**src/rtl/pipe_pkg.sv**
```systemverilog
// ---------------------------------------------------------------------------
// pipe_pkg
// Definitions shared between the pipeline output buffer and the issuing
// logic that consumes its credits.
//   cnt_w(depth)  : width of an occupancy / credit counter able to hold 0..depth
//   ptr_w(depth)  : width of a buffer index, at least 1 bit
//   ERR_*         : bit positions of the sticky error flags in a packed vector
// ---------------------------------------------------------------------------
package pipe_pkg;

   localparam int ERR_OVF    = 0;  // word arrived while the buffer was full
   localparam int ERR_CREDIT = 1;  // issue attempted without a free credit
   localparam int ERR_UNEXP  = 2;  // word arrived with no credit in flight
   localparam int ERR_W      = 3;

   // Width of credit_t / count_t style counters for a given depth.
   function automatic int cnt_w(input int depth);
      return $clog2(depth + 1);
   endfunction

   // Width of a buffer index; a single-entry buffer still gets one bit.
   function automatic int ptr_w(input int depth);
      return (depth > 1) ? $clog2(depth) : 1;
   endfunction

endpackage

```
**src/rtl/sync_fifo_core.sv**
```systemverilog
// ---------------------------------------------------------------------------
// sync_fifo_core
// Storage half of the credit buffer: entry array, read/write pointers and
// occupancy count. Pushes into a full buffer and pops from an empty one are
// ignored here; the parent decides what that means.
// Ports:
//   clk, nrst          clock, asynchronous active-low reset
//   push_i, wr_data_i  write request and data
//   pop_i              read request (advance head)
//   rd_data_o          head entry
//   count_o            stored entries, 0..DEPTH
//   full_o, empty_o    occupancy flags decoded from count
// ---------------------------------------------------------------------------
module sync_fifo_core
   import pipe_pkg::*;
#(
   parameter int DATA_W = 8,
   parameter int DEPTH  = 8
) (
   input  logic                     clk,
   input  logic                     nrst,
   input  logic                     push_i,
   input  logic [DATA_W-1:0]        wr_data_i,
   input  logic                     pop_i,
   output logic [DATA_W-1:0]        rd_data_o,
   output logic [cnt_w(DEPTH)-1:0]  count_o,
   output logic                     full_o,
   output logic                     empty_o
);

   localparam int PW = ptr_w(DEPTH);
   localparam int CW = cnt_w(DEPTH);
   localparam logic [PW-1:0] LAST_IDX = PW'(DEPTH - 1);
   localparam logic [CW-1:0] DEPTH_C  = CW'(DEPTH);

   logic [DATA_W-1:0] mem_q [DEPTH];
   logic [PW-1:0]     rd_ptr_q, rd_ptr_d;
   logic [PW-1:0]     wr_ptr_q, wr_ptr_d;
   logic [CW-1:0]     count_q, count_d;
   logic              do_push, do_pop;

   assign full_o  = (count_q == DEPTH_C);
   assign empty_o = (count_q == '0);

   // A full buffer drops the push even when a pop frees a slot this cycle.
   assign do_push = push_i & ~full_o;
   assign do_pop  = pop_i  & ~empty_o;

   // NOTE: every always_comb output gets its hold value first so no path leaves it unassigned (no latch).
   always_comb begin
      rd_ptr_d = rd_ptr_q;
      wr_ptr_d = wr_ptr_q;
      count_d  = count_q;
      // Explicit wrap so non-power-of-2 depths never index past DEPTH-1.
      if (do_push) wr_ptr_d = (wr_ptr_q == LAST_IDX) ? '0 : wr_ptr_q + PW'(1);
      if (do_pop)  rd_ptr_d = (rd_ptr_q == LAST_IDX) ? '0 : rd_ptr_q + PW'(1);
      case ({do_push, do_pop})
         2'b10:   count_d = count_q + CW'(1);
         2'b01:   count_d = count_q - CW'(1);
         default: count_d = count_q;
      endcase
   end

   // NOTE: state registers use non-blocking assignments so every flop samples pre-edge values.
   always_ff @(posedge clk or negedge nrst) begin
      if (!nrst) begin
         rd_ptr_q <= '0;
         wr_ptr_q <= '0;
         count_q  <= '0;
      end else begin
         rd_ptr_q <= rd_ptr_d;
         wr_ptr_q <= wr_ptr_d;
         count_q  <= count_d;
      end
   end

   // NOTE: the entry array is deliberately not reset; count gates validity, so stale contents are never exposed.
   always_ff @(posedge clk) begin
      if (do_push) mem_q[wr_ptr_q] <= wr_data_i;
   end

   assign rd_data_o = mem_q[rd_ptr_q];
   assign count_o   = count_q;

endmodule

```
**src/rtl/pipe_credit_buffer.sv**
```systemverilog
// ---------------------------------------------------------------------------
// pipe_credit_buffer
// Output-side elastic buffer for a fixed-latency, non-stallable pipeline.
// Words leaving the pipeline are captured unconditionally and offered on a
// valid/ready interface. A credit counter guarantees every launched word has
// a slot when it arrives: credit_ok is high while stored + in-flight words
// are below DEPTH.
// Ports:
//   clk, nrst                     clock, asynchronous active-low reset
//   issue / credit_ok             upstream launch strobe / launch permitted
//   in_valid, in_data             word exiting the pipeline (cannot stall)
//   out_valid, out_data, out_ready head entry handshake
//   count                         stored entries
//   err_clear                     synchronous clear of the sticky flags
//   err_ovf, err_credit, err_unexp sticky error flags
// ---------------------------------------------------------------------------
module pipe_credit_buffer
   import pipe_pkg::*;
#(
   parameter int DATA_W = 8,
   parameter int DEPTH  = 8
) (
   input  logic                     clk,
   input  logic                     nrst,
   input  logic                     issue,
   output logic                     credit_ok,
   input  logic                     in_valid,
   input  logic [DATA_W-1:0]        in_data,
   output logic                     out_valid,
   output logic [DATA_W-1:0]        out_data,
   input  logic                     out_ready,
   output logic [cnt_w(DEPTH)-1:0]  count,
   input  logic                     err_clear,
   output logic                     err_ovf,
   output logic                     err_credit,
   output logic                     err_unexp
);

   localparam int CW = cnt_w(DEPTH);

   logic [CW-1:0]    inflight_q, inflight_d;
   logic [ERR_W-1:0] err_q, err_d;
   logic [CW:0]      committed;
   logic             full, empty, acc_issue;

   sync_fifo_core #(
      .DATA_W (DATA_W),
      .DEPTH  (DEPTH)
   ) u_fifo (
      .clk       (clk),
      .nrst      (nrst),
      .push_i    (in_valid),
      .wr_data_i (in_data),
      .pop_i     (out_ready),
      .rd_data_o (out_data),
      .count_o   (count),
      .full_o    (full),
      .empty_o   (empty)
   );

   // Credits depend only on registered state, so issue never loops back
   // combinationally into credit_ok. One extra bit: unexpected arrivals can
   // push the sum past DEPTH.
   assign committed = {1'b0, count} + {1'b0, inflight_q};
   assign credit_ok = (committed < (CW + 1)'(DEPTH));
   assign acc_issue = issue & credit_ok;
   assign out_valid = ~empty;

   always_comb begin
      inflight_d = inflight_q;
      // An issue and an arrival in the same cycle cancel out. An arrival with
      // nothing in flight is flagged below and must not wrap the counter.
      if (acc_issue && !in_valid)
         inflight_d = inflight_q + CW'(1);
      else if (!acc_issue && in_valid && (inflight_q != '0))
         inflight_d = inflight_q - CW'(1);
   end

   always_comb begin
      // Clear first, then OR in new events: a same-cycle error wins.
      err_d = err_clear ? '0 : err_q;
      if (in_valid && full)                err_d[ERR_OVF]    = 1'b1;
      if (issue && !credit_ok)             err_d[ERR_CREDIT] = 1'b1;
      if (in_valid && (inflight_q == '0))  err_d[ERR_UNEXP]  = 1'b1;
   end

   always_ff @(posedge clk or negedge nrst) begin
      if (!nrst) begin
         inflight_q <= '0;
         err_q      <= '0;
      end else begin
         inflight_q <= inflight_d;
         err_q      <= err_d;
      end
   end

   assign err_ovf    = err_q[ERR_OVF];
   assign err_credit = err_q[ERR_CREDIT];
   assign err_unexp  = err_q[ERR_UNEXP];

endmodule

```
**config.mk**
```make
export PLATFORM = sky130hd
export DESIGN_NAME = pipe_credit_buffer
export DESIGN_NICKNAME = d
export VERILOG_FILES = /design/src/rtl/pipe_pkg.sv /design/src/rtl/sync_fifo_core.sv /design/src/rtl/pipe_credit_buffer.sv
export SDC_FILE = /design/constraint.sdc
export NUM_CORES = 1
export LEC_CHECK = 0
export CAP_MARGIN = 20
export CELL_PAD_IN_SITES_DETAIL_PLACEMENT = 0
export CELL_PAD_IN_SITES_GLOBAL_PLACEMENT = 1
export CORE_MARGIN = 1
export CORE_UTILIZATION = 44
export CTS_CLUSTER_DIAMETER = 40
export DETAILED_ROUTE_END_ITERATION = 16
export PLACE_DENSITY_LB_ADDON = 0.3
export SYNTH_ARGS = -nofsm -noshare
export SYNTH_HDL_FRONTEND = slang
export SYNTH_SLANG_ARGS = --single-unit
```
**constraint.sdc**
```tcl
create_clock -name clk -period 2.46 [get_ports clk]
set_input_delay 0.492 -clock clk [delete_from_list [all_inputs] [get_ports clk]]
set_output_delay 0.492 -clock clk [all_outputs]
set_load 0.005 [all_outputs]
```
# Yosys cells after proc, flatten, opt, wreduce, memory -nomap -nowiden
# Memory sizes are Yosys's and may differ from the RTL's.
# Cells that the tools add are included.
dict set report op_classes {
  add_sub_neg 7
  n_lt_le_gt_ge 1
  eq_ne 5
  mux 11
  bitwise 5
  n_reduce_logical 17
}
# cell n
set op_table {}
lappend op_table {{nonzero test 2 bit} 5}
lappend op_table {{2-to-1 mux 3 bit} 3}
lappend op_table {{adder 4 x 1 -> 4 bit, second input constant} 2}
lappend op_table {{zero test 4 bit} 2}
lappend op_table {{2-to-1 mux 4 bit} 2}
lappend op_table {{case mux 4 bit (2 select lines)} 1}
lappend op_table {{subtractor 4 x 1 -> 4 bit, second input constant} 2}
lappend op_table {{adder 3 x 1 -> 3 bit, second input constant} 2}
lappend op_table {{equality test 3 bit, second input constant} 2}
lappend op_table {{logical AND 1 bit} 6}
lappend op_table {{adder 4 x 4 -> 5 bit} 1}
lappend op_table {{less-than comparator 5 x 4 -> 1 bit, second input constant} 1}
lappend op_table {{2-to-1 mux 1 bit} 5}
lappend op_table {{equality test 4 bit, second input constant} 1}
lappend op_table {{nonzero test 4 bit} 1}
lappend op_table {{bitwise AND 1 bit} 3}
lappend op_table {{zero test 1 bit} 3}
lappend op_table {{equality test 2 x 1 -> 1 bit, second input constant} 1}
lappend op_table {{equality test 2 bit, second input constant} 1}
lappend op_table {{NOT 1 bit} 2}
dict set report totals {
  ff_bits 17
  mem_bits_rw 64
  inputBits 14
  out_inout_bits 17
  word_cells 54
  mem_count 1
}
# memory depth width read_ports rd_ports_with_merged_regs wr line
set memory_table {}
lappend memory_table {u_fifo.mem_q 8 8 1 0 1 sync_fifo_core.sv:36} ;# logic [DATA_W-1:0] mem_q [DEPTH];

# Depth between registers and ports, before layout
# Gate-level depths: netlist of run 1.
dict set report logic_depth {
  depth_word 8
  mapped_depth 9
  depth_no_buf 9
}

# Modules after synthesis
# Synthesis of run 1 repeated with hierarchy kept, for this count alone.
dict set report hier_totals {
  cells_unflattened 203
  area_unflattened_um2 3663.5
}
# mod instances cells_per_inst area_each_um2 seq_area_each_um2
set by_module_without_submodules {}
lappend by_module_without_submodules {sync_fifo_core 1 161 3179.3 2172.1}
lappend by_module_without_submodules {pipe_credit_buffer 1 42 484.2 175.2}

# Least setup slack after synthesis of run 1
# No wires, ideal clock.
dict set report synth_timing {
  kind {flip-flop to flip-flop}
  from {register u_fifo.count_q[1] (netlist: u_fifo.count_o[1])}
  to {register u_fifo.count_q[3] (netlist: u_fifo.count_o[3])}
  setup_time_ps 80
  t_arrival_ps 2374
  required_ps 2380
  path_slack_ps 6
  path_stages_with_launch 10
  n_path_buf 0
  synth_period_minus_slack_ps 2454
  path_cell_list {dfrtp_1 or4_1 nand2_1 inv_1 ha_1 ha_1 a21o_1 a21oi_1 mux2i_1 xnor2_1}
}
dict set report synth_between {
  elab_chain_cells 5
  word_cells_on_any_way 12
  classes_between {2 x add/sub; 3 x eq/ne; 1 x mux; 4 x bitwise; 2 x reduce/logical}
}
# item line
set synth_lines {}
lappend synth_lines {{start: declaration} sync_fifo_core.sv:39} ;# logic [CW-1:0] count_q, count_d;
lappend synth_lines {{start signal: assignment} sync_fifo_core.sv:73} ;# count_q <= count_d;
lappend synth_lines {{zero test 4 bit (*)} sync_fifo_core.sv:43} ;# assign empty_o = (count_q == '0);
lappend synth_lines {{NOT 1 bit (*)} -}
lappend synth_lines {{net out_valid} pipe_credit_buffer.sv:29} ;# output logic out_valid,
lappend synth_lines {{bitwise AND 1 bit (*)} sync_fifo_core.sv:47} ;# assign do_pop = pop_i & ~empty_o;
lappend synth_lines {{net u_fifo.do_pop} sync_fifo_core.sv:40} ;# logic do_push, do_pop;
lappend synth_lines {{equality test 2 x 1 -> 1 bit or equality test 2 bit (tied branches)} sync_fifo_core.sv:57} ;# case ({do_push, do_pop})
lappend synth_lines {{case mux 4 bit (2 select lines) or nonzero test 2 bit (tied branches)} -}
# The timed path passes the listed nets; every way through them passes the cells marked *.
# A chain may end at the register's enable or synchronous reset.

# Worst setup path after layout of run 1
dict set report layout_timing {
  from {register u_fifo.rd_ptr_q[0]}
  to {output out_data[0]}
}
dict set report layout_between {
  elab_chain_cells 1
}
# item line
set layout_lines {}
lappend layout_lines {{start: declaration} sync_fifo_core.sv:37} ;# logic [PW-1:0] rd_ptr_q, rd_ptr_d;
lappend layout_lines {{start signal: assignment} sync_fifo_core.sv:71} ;# rd_ptr_q <= rd_ptr_d;
lappend layout_lines {{memory read (8 x 8 bit)} -}
lappend layout_lines {{end: declaration} pipe_credit_buffer.sv:30} ;# output logic [DATA_W-1:0] out_data,
# No other way between the ends.

==> results.json, run 1 <==
{
  "n_antenna_cell": 0,
  "synth_cells": 198,
  "grt_pass1_vias": 2078,
  "synth_top_family_by_area": "multiplexers",
  "clock_sinks": 81,
  "period_needed_ns": 2.43,
  "drtAntennaViolNets": 0,
  "seqPwrFrac_pct": 33.8,
  "ys.flop_type": "edfxtp_1",
  "antenna_found_initial": 0,
  "drc": 0,
  "end_kind": "primary output",
  "synth_fa_ha_area_share_pct": 5.43,
  "gp_congestion": 0.787,
  "crit_type": "flop to primary output",
  "power.leakage_nw": 1.81,
  "worstReg2RegStart": "u_fifo.count_o[1]",
  "ys_warn_count": 0,
  "ys_types": 34,
  "skew_ns": 0.0152,
  "seq_area_frac_synth_pct": 67.0,
  "grt_pass1_wl_mm": 11.1,
  "clock_power_share_pct": 19.8,
  "die_height_um": 91.2,
  "final_cell_mix": "64 x edfxtp_1, 41 x buf_4, 21 x clkdlybuf4s50_1",
  "run_status": "completed",
  "total_power_mw": 5.94,
  "fp.coreArea_um2": 7730,
  "rsz0062_at_grt": "yes",
  "wl_met1_mm": 3.12,
  "hold_violations": 0,
  "rr_endpoint": "u_fifo.count_o[3]",
  "grt_overflow": 0,
  "io_buffers": 30,
  "synthArstFlopShare_pct": 21.0,
  "dpl_worst_slack_ns": -0.00545,
  "wl_met3_um": 248,
  "fmax_mhz": 412,
  "hpwl_mm": 4.43,
  "maxCapViolCount": 0,
  "tightest_slew_ns": 0.633,
  "layout_commonest_cell": "edfxtp_1",
  "clockBufferDepth": 2,
  "cts_tree": "done",
  "ir_drop_v": 0.000628,
  "drt_iter0_drc": 67,
  "numCtsBuffers": 9,
  "syn_area_per_cell_um2": 17.7,
  "rows": 32,
  "worst-path-max-fanout": 4,
  "switching_power_mw": 1.76,
  "post_drt_wl_per_cell_um": 17.4,
  "synth_seq_cells": 81,
  "start_util_pct": 45.3,
  "p_comb_share_pct": 46.4,
  "netlist_area_um2": 3500,
  "grt_max_degree": 18,
  "slew_violations": 0,
  "io_pins": 31,
  "powerDensity_nw_per_um2": 1260,
  "drt-total-wl_mm": 6.82,
  "vias": 2000,
  "synthSimpleGateAreaFrac_pct": 4.57,
  "fin_nets": 312,
  "setup_viol": 0,
  "required_ns": 1.97,
  "viasPerCell": 5.12,
  "rrSetupSlack_ns": 0.09,
  "cp_data_arrival_time_ns": 1.94,
  "slew_headroom_pct": 57.8,
  "die_x_um": 91.2,
  "track_usage_pct": 18.1,
  "reg2reg_depth": 10,
  "htree_levels": 3,
  "p_int_mw": 4.18,
  "holdCritPathClass": "primary input to asynchronous set/reset pin",
  "synth_compound_area_share_pct": 3.54,
  "final_critical_path_setup_slack_ns": 0.0309,
  "fin_crit_sh_pct": 98.7,
  "highest_layer": "met4",
  "drive_gt1_share_pct": 41.2,
  "die-area_um2": 8320,
  "synth_fp_nets": 226,
  "path_clk_slew_ns": 0.08,
  "clockRootBuffer": "clkbuf_8",
  "synth_xor_area_share_pct": 1.50,
  "clock_latency_ns": 0.35,
  "synth_edf_count": 64,
  "firstDrtPassIters": 4,
  "worstSetupStartpointType": "flop",
  "swShare_pct": 29.6,
  "synth.area.mux_share_pct": 15.9,
  "area_growth_syn_to_layout_pct": 34.1,
  "route.met2.wl_mm": 3.42
}
stage by stage:
step                       TNS, ns  hold slack, ns  cell area, um^2  std cells  util [%]
final                            0           0.475             4700        391      60.8
after CTS                   -0.156           0.472             4630        391      59.9
after floorplan                  0           0.196             3500        198         -
after global routing       -0.0284           0.480             4700        391      60.8
after detailed placement  -0.00545           0.522             4170        358      54.0
after global placement           0           0.513             4170        358      54.0
cells by family (layout without fill, tap and decap cells):
logic type               Yosys count  in the layout
AO/OA/AOI/OAI                     17             17
XOR/XNOR                           6              6
adder cells (fa/ha/maj)           14             14
buffers and inverters             15            106
flip-flops                        81             81
multiplexers                      32             32
AND/OR/NAND/NOR                   33             33
sequential cells by signal, indices dropped and copies added, names as in the netlist:
name	flops
u_fifo.mem_q	64
u_fifo.wr_ptr_q	3
err_q	3
u_fifo.rd_ptr_q	3
inflight_q	4
u_fifo.count_o	4
worst max-delay path, cell delays in order, from the launching register on:
cell and delay [ns]:
dfrtp_2 0.45, buf_12 0.14, buf_6 0.10, mux4_2 0.50
mux2_4 0.29, buf_6 0.12
Yosys cell counts, types with 3 or more instances:
cell / n / area share (%)
nor3_1: 5 / 0.71
o21ai_0: 6 / 0.86
mux4_2: 16 / 10
nand3_1: 3 / 0.43
nand2_1: 8 / 0.86
nand2b_1: 5 / 0.89
edfxtp_1: 64 / 55
dfrtp_1: 17 / 12
ha_1: 12 / 4.3
mux2_2: 10 / 3.2
a21oi_1: 3 / 0.43
nor2_1: 8 / 0.86
inv_1: 9 / 0.96
xor2_1: 3 / 0.75
mux2i_1: 3 / 0.86
xnor2_1: 3 / 0.75
repair_timing:
action / in CTS / in global routing
setup endpoints to repair: 9 / 9
setup buffers: 16 / 1
cloned: 1 / 0
hold buffers: 0 / 0
pin swaps: 2 / 5
gates resized for setup: 55 / 14
area by class of cell:
cell class / count / area, um^2
Fill cell: 592 / 3030
Sequential cell: 81 / 2350
Multi-Input combinational cell: 102 / 1190
Timing Repair Buffer: 81 / 754
Clock buffer: 11 / 141
Tap cell: 102 / 128
Clock inverter: 5 / 104
Inverter: 9 / 33.8
power by group through the flow:
| stage | clock network [mW] | logic, mW | registers [mW] |
|---|---|---|---|
| after detailed placement | 0 | 2.26 | 2.01 |
| after global placement | 0 | 2.22 | 2.00 |
| after CTS | 1.19 | 2.64 | 2.01 |
| after global routing | 1.25 | 2.99 | 2.05 |
| after floorplan | 0 | 1.31 | 1.98 |
| final | 1.18 | 2.76 | 2.01 |
per-layer routing:
layer / vias to the layer above / GRT usage (%)
li1: 938 / -
met1: 1015 / 24.0
met2: 45 / 30.2
met3: 2 / 4.27
met4: 0 / 4.76
met5: - / 0
how the worst max path moves through the flow:
stage                  startpoint           endpoint  slack, ns  cells past startpoint
4_1_cts        u_fifo.rd_ptr_q[0]        out_data[7]      -0.05                      6
2_1_floorplan   u_fifo.count_o[1]  u_fifo.count_o[3]      0.006                      9
3_3_place_gp             in_valid  u_fifo.count_o[3]       0.02                      8
5_1_grt        u_fifo.rd_ptr_q[0]        out_data[0]      -0.02                      5
6_report       u_fifo.rd_ptr_q[0]        out_data[0]       0.03                      5
3_5_place_dp             in_valid  u_fifo.count_o[3]     -0.005                      8
No activity file was read; power rests on OpenSTA's default activity.
==> run 2: changes to the inputs <==
- CORE_MARGIN: 1 -> 5
- CORE_UTILIZATION: 44 -> 45
- SYNTH_HIERARCHICAL: default -> 1
==> run 2 against run 1 <==
Compared with the run above:
- setup slack improved by 0.0048 ns
- combinational power increased by 3%
- global-route usage decreased by 3.4 points
- cell count increased by 0.26%
- clock-buffer cell count decreased by 2
- flip-flop and latch count unchanged
==> results.json, run 2 <==
{
  "run_status": "completed",
  "fp.coreArea_um2": 8090,
  "grt_pass1_vias": 2121,
  "tightest_slew_ns": 0.681,
  "rr_endpoint": "inflight_q[3]",
  "rrSetupSlack_ns": 0.12,
  "hpwl_mm": 4.54,
  "seqPwrFrac_pct": 34.2,
  "io_pins": 31,
  "largest_register": "u_fifo/mem_q",
  "io_buffers": 30,
  "rows": 33,
  "clock_latency_ns": 0.35,
  "end_kind": "primary output",
  "area_growth_syn_to_layout_pct": 30.1,
  "cts_hold_buf": 0,
  "required_ns": 1.97,
  "grtUsageMet2_pct": 24.8,
  "hold_violations": 0,
  "ys_warn_count": 6,
  "seq_area_frac_synth_pct": 64.1,
  "die_x_um": 100,
  "skew_ns": 0.0133,
  "grt_max_degree": 18,
  "slew_violations": 0,
  "synth_seq_cells": 81,
  "use_met1_pct": 19.2,
  "setup-tns-final_ns": 0,
  "slowest_delay_ns": 0.49,
  "yosysTopAreaCell": "edfxtp_1",
  "fin_util_pct": 58.9,
  "n_antenna_cell": 0,
  "grt_overflow": 0,
  "maxCapViolCount": 0,
  "drtAntennaViolNets": 0,
  "grt_pass1_wl_mm": 11.2,
  "worstSetupStartpointType": "flop",
  "clock_sinks": 81,
  "crit_type": "flop to primary output",
  "synthArstFlopShare_pct": 21.0,
  "worst-path-max-fanout": 5,
  "cpMaxStageDelayCell": "mux4_2",
  "path_clk_slew_ns": 0.08,
  "clockRootBuffer": "clkbuf_8",
  "p_comb_share_pct": 47.6,
  "largest_reg_flops": 64,
  "synth_top_area_share_pct": 52.5,
  "powerDensity_nw_per_um2": 1260,
  "setup_viol": 0,
  "yosys-top-cells-area": "edfxtp_1 52%, dfrtp_1 12%, mux4_1 5.7%, mux4_2 4.9%, ha_1 4.1%",
  "power.leakage_nw": 1.81,
  "register_area_um2": 2350,
  "clock_power_share_pct": 18.3,
  "firstDrtPassIters": 4,
  "synth_commonest_cells": "64 x edfxtp_1, 17 x dfrtp_1, 12 x ha_1, 12 x inv_1, 9 x mux2_4",
  "clockBufferDepth": 2,
  "die-area_um2": 10000,
  "swShare_pct": 30.8,
  "busiest_layer": "met2",
  "antenna_found_initial": 0,
  "drt_iter0_drc": 88,
  "syn_area_per_cell_um2": 18.0,
  "post_drt_wl_per_cell_um": 17.6,
  "synth_edf_count": 64,
  "numCtsBuffers": 9,
  "crit_path_cell_trace": "clkbuf_16 -> buf_8 -> mux4_2 -> mux2_4 -> buf_6",
  "switching_power_mw": 1.84,
  "gp_congestion": 0.798,
  "slew_headroom_pct": 54.6,
  "holdCritPathClass": "primary input to asynchronous set/reset pin",
  "cts_tree": "done",
  "ys.flop_type": "edfxtp_1",
  "layout_commonest_cell": "edfxtp_1",
  "synth_cells": 203,
  "p_int_mw": 4.14,
  "viasPerCell": 5.15,
  "final_cell_mix": "64 x edfxtp_1, 34 x buf_4, 21 x clkdlybuf4s50_1",
  "fmax_mhz": 412,
  "rsz0062_at_grt": "yes",
  "track_usage_pct": 14.8,
  "synth_fp_nets": 231,
  "ys_types": 42,
  "drc": 0,
  "fin_nets": 310,
  "fin_crit_sh_pct": 98.5,
  "die_height_um": 100,
  "gr-usage-met3_pct": 3.13,
  "drive_gt1_share_pct": 39.0,
  "multi_input_area_um2": 1260,
  "reg2reg_depth": 10,
  "netlist_area_um2": 3660,
  "whs_ns": 0.464,
  "drt-total-wl_mm": 6.90,
  "synth.most_common_cell": "edfxtp_1",
  "cp_data_arrival_time_ns": 1.93,
  "worstReg2RegStart": "u_fifo/count_o[3]",
  "vias": 2018,
  "ir_drop_v": 0.000582,
  "period_needed_ns": 2.42,
  "fill_cells": 638,
  "start_util_pct": 45.3,
  "htree_levels": 3
}
[run 2: cell count changes in the layout (fill, tap and decap cells not counted), moves of 3 or more]
cell	previous run	this run
nor3b_1	0	3
nor2_1	8	4
dfrtp_2	1	4
inv_1	9	12
mux2_1	0	4
o21ai_0	6	3
dfrtp_1	16	13
inv_6	0	3
buf_4	41	34
nand2_1	7	4
[run 2: cells by family (layout without fill, tap and decap cells)]
group                      count (synthesis)  after routing  synth area share (%)
AOI/OAI and AO/OA                         17             17                  4.00
xor gates and xnor gates                   5              5                  1.20
adders and majority gates                 14             14                  5.19
buffers and inverters                     19            103                  2.70
DFF                                       81             81                  64.1
muxes                                     35             35                  17.7
and+or+nand+nor                           32             32                  5.19
[run 2: layout make-up]
type                            instances  share of cell area [%]
Multi-Input combinational cell        103                    26.5
Timing Repair Buffer                   75                    15.6
Clock buffer                            9                    2.60
Tap cell                              105                    2.76
Inverter                               12                   0.945
Sequential cell                        81                    49.4
Clock inverter                          7                    2.23
[run 2: metal layers]
| metal | vias up | routed length (um) |
|---|---|---|
| met5 | - | 0 |
| met4 | 0 | 87 |
| met3 | 8 | 197 |
| met2 | 33 | 3550 |
| met1 | 1016 | 3060 |
| li1 | 961 | - |
[run 2: power by group through the flow]
stage,clock network (mW),logic (mW),registers [mW]
finish,1.09,2.85,2.05
global route,1.17,3.09,2.08
CTS,1.11,2.60,2.05
detailed placement,0,2.40,2.08
global placement,0,2.35,2.07
floorplan,0,1.50,2.01
[run 2: per-stage QoR]
stage	setup slack (ns)	total power, mW	instance area, um^2	std cells
CTS	0.00386	5.77	4650	390
floorplan	-0.00186	3.51	3710	203
finish	0.0357	5.98	4760	392
global route	-0.0307	6.35	4760	392
global placement	0.0513	4.42	4330	359
detailed placement	0.0122	4.48	4330	359
[run 2: how the worst max path moves through the flow]
stage,start,to,slack [ns],cells past startpoint
2_1_floorplan,u_fifo/count_o[0],u_fifo/count_o[3],-0.002,8
3_3_place_gp,out_ready,u_fifo/count_o[3],0.05,8
3_5_place_dp,out_ready,u_fifo/count_o[3],0.01,8
4_1_cts,u_fifo/rd_ptr_q[0],out_data[7],0.004,5
5_1_grt,u_fifo/rd_ptr_q[0],out_data[4],-0.03,5
6_report,u_fifo/rd_ptr_q[0],out_data[4],0.04,5
[run 2: critical path, delay by kind of cell (launching register included)]
family,cells,cell delay (ns)
buffers and inverters,3,0.39
flip-flops,1,0.44
multiplexers,2,0.77
[run 2: repair_timing]
item | in CTS | in global routing
pin swaps | 3 | 2
resized for setup | 46 | 20
buffers inserted | 14 | 2
gates cloned | 1 | 0
endpoints found under the setup margin | 9 | 10
